### src/rtl/multu_seq.sv
// Iterative shift-add unsigned multiplier feeding the HI/LO register pair; one product per WIDTH cycles.
// Optional zero-operand shortcut enabled by defining MULTU_EARLY_TERM_EN.
module multu_seq #(
  parameter int WIDTH = 32
) (
  input  logic             clk,
  input  logic             reset,
  input  logic             start,
  input  logic [WIDTH-1:0] a,
  input  logic [WIDTH-1:0] b,
  output logic             busy,
  output logic             done,
  output logic             hilo_we,
  output logic [WIDTH-1:0] hi,
  output logic [WIDTH-1:0] lo
);

  localparam int            CW   = (WIDTH > 1) ? $clog2(WIDTH) : 1;
  localparam logic [CW-1:0] LAST = CW'(WIDTH - 1);

  typedef enum logic [1:0] {IDLE, RUN, DONE} state_t;

  state_t             state_q, state_d;
  logic [2*WIDTH:0]   p_q, p_d;
  logic [WIDTH-1:0]   m_q, m_d;
  logic [CW-1:0]      cnt_q, cnt_d;
  logic [WIDTH-1:0]   hi_q, hi_d;
  logic [WIDTH-1:0]   lo_q, lo_d;
  logic [WIDTH:0]     sum;
  logic [2*WIDTH:0]   p_step;

  // Upper half is W+1 bits wide so the carry out of the add survives the shift.
  always_comb begin
    sum    = p_q[2*WIDTH:WIDTH] + (p_q[0] ? {1'b0, m_q} : '0);
    p_step = {sum, p_q[WIDTH-1:0]} >> 1;
  end

  always_comb begin
    state_d = state_q;
    p_d     = p_q;
    m_d     = m_q;
    cnt_d   = cnt_q;
    hi_d    = hi_q;
    lo_d    = lo_q;
    unique case (state_q)
      IDLE, DONE: begin
        state_d = IDLE;
        if (start) begin
          p_d     = {{(WIDTH+1){1'b0}}, b};
          m_d     = a;
          cnt_d   = '0;
          state_d = RUN;
`ifdef MULTU_EARLY_TERM_EN
          if ((a == '0) || (b == '0)) begin
            state_d = DONE;
            hi_d    = '0;
            lo_d    = '0;
          end
`endif
        end
      end
      RUN: begin
        p_d   = p_step;
        cnt_d = cnt_q + 1'b1;
        if (cnt_q == LAST) begin
          state_d      = DONE;
          {hi_d, lo_d} = p_step[2*WIDTH-1:0];
        end
      end
      default: state_d = IDLE;
    endcase
  end

  always_ff @(posedge clk or negedge reset) begin
    if (!reset) begin
      state_q <= IDLE;
      p_q     <= '0;
      m_q     <= '0;
      cnt_q   <= '0;
      hi_q    <= '0;
      lo_q    <= '0;
    end else begin
      state_q <= state_d;
      p_q     <= p_d;
      m_q     <= m_d;
      cnt_q   <= cnt_d;
      hi_q    <= hi_d;
      lo_q    <= lo_d;
    end
  end

  assign busy    = (state_q == RUN);
  assign done    = (state_q == DONE);
  assign hilo_we = done;
  assign hi      = hi_q;
  assign lo      = lo_q;

endmodule

### config.mk
export PLATFORM = sky130hd
export DESIGN_NAME = multu_seq
export DESIGN_NICKNAME = d
export VERILOG_FILES = /design/src/rtl/multu_seq.sv
export SDC_FILE = /design/constraint.sdc
export NUM_CORES = 1
export LEC_CHECK = 0
export BUFFER_PORTS_ARGS = -buffer_cell sky130_fd_sc_hd__buf_2
export CORE_MARGIN = 1
export CORE_UTILIZATION = 27
export DETAILED_ROUTE_END_ITERATION = 8
export SLEW_MARGIN = 5
export SYNTH_ARGS = -nofsm -noshare
export SYNTH_HDL_FRONTEND = slang
export SYNTH_SLANG_ARGS = --single-unit
### constraint.sdc
create_clock -name clk -period 4.4 [get_ports clk]
set_input_delay 0.22 -clock clk [delete_from_list [all_inputs] [get_ports clk]]
set_output_delay 0.22 -clock clk [all_outputs]
set_load 0.1 [all_outputs]
# --- After elaboration in Yosys (flattened, before gate mapping) ---
# Index checks and enable logic that the tools add are counted.
totals:
  ff_bits: 168
  in_bits: 67
  output_inout_bits: 67
classes:
  addsub: 2
  n_eq_ne: 5
  mux: 8
  reduce_logical: 6
ops:
  columns: ["op", "n"]
  rows:
  - ["65-bit one-hot mux with 2 select lines", 1]
  - ["65-bit two-way mux", 1]
  - ["33-bit by 32-bit adder with 33-bit output", 1]
  - ["32-bit two-way mux", 1]
  - ["5-bit one-hot mux with 2 select lines", 1]
  - ["2-bit AND reduction", 3]
  - ["5-bit by 1-bit adder with 5-bit output (second input constant)", 1]
  - ["5-bit == test (second input constant)", 1]
  - ["5-bit two-way mux", 1]
  - ["2-bit one-hot mux with 2 select lines", 1]
  - ["2-bit by 1-bit == test with 1-bit output (second input constant)", 1]
  - ["2-bit == test (second input constant)", 1]
  - ["2-bit logical NOT", 1]
  - ["2-bit two-way mux", 1]
  - ["2-bit by 1-bit inequality test with 1-bit output (second input constant)", 1]
  - ["2-bit inequality test (second input constant)", 1]
  - ["2-bit nonzero test", 1]
  - ["2-bit OR reduction", 1]
  - ["1-bit two-way mux", 1]

# --- Logic depth before layout (Yosys ltp) ---
logic_depth:
  depth_word: 4
  mapped_depth: 12
  mapped_depth_nobuf: 12

# --- Worst setup path before layout ---
# No wires, ideal clock.
synth_timing:
  kind: "register -> register"
  from: "register p_q[0]"
  to: "register p_q[63]"
  arrival_time_ns: 2.665
  t_required_ns: 4.311
  setup_slack_ns: 1.645
  stages_incl_launch_ff: 12
  path_cell_list: "dfrtp_1 > clkbuf_1 > nand2_1 > fa_1 > nor2b_1 > o31a_1 > o311ai_1 > or4_4 > nand4_4 > a21oi_2 > or3_1 > a31oi_1"
synth_between:
  elab_chain_len: 3
synth_rtl:
  columns: ["item", "line", "text"]
  rows:
  - ["start, declared", "24", "logic [2*WIDTH:0] p_q, p_d;"]
  - ["start signal, assigned", "84", "p_q <= p_d;"]
  - ["32-bit two-way mux", "34", "sum = p_q[2*WIDTH:WIDTH] + (p_q[0] ? {1'b0, m_q} : '0);"]
  - ["33-bit by 32-bit adder with 33-bit output", "34", null]
  - ["65-bit one-hot mux with 2 select lines", "45", "unique case (state_q)"]
# No other way between the ends.
# A chain may end at the register's enable or synchronous reset.

# --- Worst setup path in the final report ---
layout_timing:
  from: "register p_q[0]"
  to: "register hi_q[25] (netlist: hi[25])"
layout_between:
  elab_chain_len: 2
layout_rtl:
  columns: ["item", "line", "text"]
  rows:
  - ["32-bit two-way mux", "34", null]
  - ["33-bit by 32-bit adder with 33-bit output", "34", null]
  - ["end signal, assigned", "87", "hi_q <= hi_d;"]
  - ["end, declared", "27", "logic [WIDTH-1:0] hi_q, hi_d;"]
# No other way between the ends.

==> results.toml <==
[global_routing]
grt.met2_usage = 0.234
grt_usage = 0.146
antenna_found_initial = 3
first_global_vias = 6814
grt_pass1_wl_microns = 35800
gr-total-overflow = 0
grt_max_degree = 68
grt_busiest_layer = "met2"
gr-usage-met1 = 0.190
grtUsageMet3 = 0.0466

[synthesis]
yosys.area_share.xor_xnor = 0.0308
yosysSeqAreaShare = 0.506
syn_area_per_cell_sq_um = 9.33
synth-edff-count = 0
yosys.area_share.simple = 0.181
synth_top_area_frac = 0.506
synth_top_family_by_area = "simple AND/OR/NAND/NOR gates"
synth_nets = 986
ys_warn_count = 0
mappedNetlistArea_sq_um = 8250
ys_types = 46
postSynth.asyncResetShare = 1.00
ys_ff_latch = 167
synth_ff_type = "dfrtp_1"
synth_compound_gate_area_share = 0.151
synth_commonest_cells = "nand2_1, dfrtp_1, o21ai_0"
yosysMostFrequentCell = "nand2_1"
synthAdderAreaFrac = 0.0540
ys_top_cells_by_area = "dfrtp_1, nand2_1, ha_1"
synth_cells = 884
muxShareOfSynthArea = 0.0450
synth_top_area_cell = "dfrtp_1"

[sta]
fin_crit_ps = 3250
fin_skew_ps = 13.4
timing.setup.tns_ps = 0
setup_viol = 0
fmax_mhz = 308
slew_headroom = 0.451
final_max_slew_viol_count = 0
rsz0062_at_grt = "no"
layout_worst_path_cycle_share = 0.738
tightest_slew_ps = 823
hold_viol_final = 0

[critical_path]
r2r_slack_ps = 1150
crit_chain = "and2_1, ha_1, inv_1, fa_1, nor2b_1, o31a_1, o311ai_1, nand2_1, a31oi_1, o21ai_0, xnor2_1, o21ai_0"
r2r-end = "hi[25]"
r2r_cells = 12
endpoint_kind = "flop"
path_class = "flop to flop"
cpMostUsedCell = "o21ai_0"
cp.arrival_ps = 3520
slowest_stage = "dfrtp_1"
crit_required_ps = 4670
max_stage_delay_ps = 560
cp-start-kind = "flop"
crit_fanout = 18
r2r_start = "p_q[0]"

[floorplan]
io_pins = 134
initial_utilization = 0.276
rows = 63
dieArea_sq_um = 31300
core_sq_um = 29900
die_h_microns = 177
die_w_microns = 177

[cells_and_area]
postLayoutCoreUtil = 0.348
layout-drive-gt1-share = 0.205
nNetsFinal = 1142
fill_cells = 3088
area_growth_pct = 26.1

[place]
gp_congestion = 0.828
dp_hpwl_microns = 14900
io_buffers = 133

[run_status]
status = "complete, no violations"

[drt]
drcViolationCount = 0
drtIter0Drc = 338
avgViaCountPerCell = 4.68
antenna_left = 0
dr.pass1.iters = 4
routed_wl_microns = 21900
vias = 6770
wire_per_inst_microns = 15.1

[worst_hold_path]
hold_start = "a[5]"
hold_class = "input port to flop"
min_delay_path_depth = 3
whs_endpoint = "m_q[5]"

[cts]
clk_pin_slew_worst_paths_ps = 80
clock-sinks = 167
clock_latency_ps = 440
cts_root_buf = "clkbuf_16"
cts_hold_buffers = 51
h-tree-depth = 4
cts_buffers = 17
cts_setup_buffers = 0
cts_tree = "built"
post_cts_resized = 0
ctsLongestPathBuffers = 2

[flow_run]
cap_violations = 0
==> metrics by stage <==
| stage | instance area, sq um | setup slack [ps] | std cells | hold slack (ps) |
|---|---|---|---|---|
| floorplan | 8250 | 1650 | 884 | -75.6 |
| global placement | 9300 | 1160 | 1360 | 254 |
| detailed placement | 9300 | 1090 | 1360 | 265 |
| CTS | 10400 | 1100 | 1443 | 0.824 |
| global route | 10400 | 862 | 1445 | 8.53 |
| finish | 10400 | 1150 | 1446 | 5.95 |
==> worst max-delay path by stage <==
stage	start	to	cells after the start
final	p_q[0]	hi[25]	12
after global placement	p_q[0]	hi[25]	12
after floorplan	p_q[0]	p_q[63]	11
after CTS	p_q[0]	hi[25]	12
after global routing	p_q[0]	hi[25]	12
after detailed placement	p_q[0]	hi[25]	12
==> final cells by class <==
cell class,instances,area (sq um),share of cell area
antenna,3,7.51,0.000721
clock buffer,17,425,0.0409
clock inverter,15,160,0.0154
inverter,10,37.5,0.00361
multi-input combinational,650,3840,0.369
sequential,167,4180,0.402
tap,390,488,0.0469
timing repair buffer,194,1270,0.122
==> critical path: cells and delay by family, from the launching register on <==
family / cells / cell delay [ps]
AO/OA/AOI/OAI: 5 / 1430
XOR/XNOR: 1 / 200
buffers and inverters: 1 / 70
flip-flops: 1 / 560
adder cells (fa/ha/maj): 2 / 390
AND/OR/NAND/NOR: 3 / 450
==> layer usage <==
layer,part of all wire,vias up,wire (microns)
met3,0.064,15,1390
met1,0.46,3287,10100
met5,0,-,0
met2,0.46,144,10100
li1,-,3324,-
met4,0.0099,0,216
==> logic make-up after synthesis <==
| family | count (synthesis) |
|---|---|
| simple gates | 345 |
| compound gates | 208 |
| flops | 167 |
| buf+inv | 67 |
| fa+ha+maj | 35 |
| mux | 33 |
| xor+xnor | 29 |
==> registers in the layout, summed over array words and instances, names as in the netlist <==
name	count
p_q	64
lo	32
m_q	32
hi	32
cnt_q	5
state_q	2
==> layout by cell type (no fill, tap or decap), types with 4 or more instances in the layout <==
| cell | n |
|---|---|
| o21bai_1 | 5 |
| nand4_1 | 12 |
| ha_1 | 34 |
| a22oi_1 | 32 |
| nor2_1 | 17 |
| and2_1 | 31 |
| a21o_1 | 13 |
| buf_4 | 9 |
| nand2_1 | 254 |
| inv_6 | 6 |
| inv_1 | 10 |
| clkbuf_16 | 17 |
| xor2_1 | 13 |
| dlygate4sd3_1 | 51 |
| o21ai_1 | 5 |
| o21a_1 | 5 |
| nand3_1 | 6 |
| or3_1 | 4 |
| dfrtp_1 | 167 |
| o21ai_0 | 84 |
| a31oi_1 | 8 |
| buf_2 | 132 |
| mux2_2 | 33 |
| a21oi_1 | 37 |
| xnor2_1 | 16 |
Power is left out: the tool's default activity adds up to more than one toggle a clock period on the data nets, which glitch-free logic cannot reach.
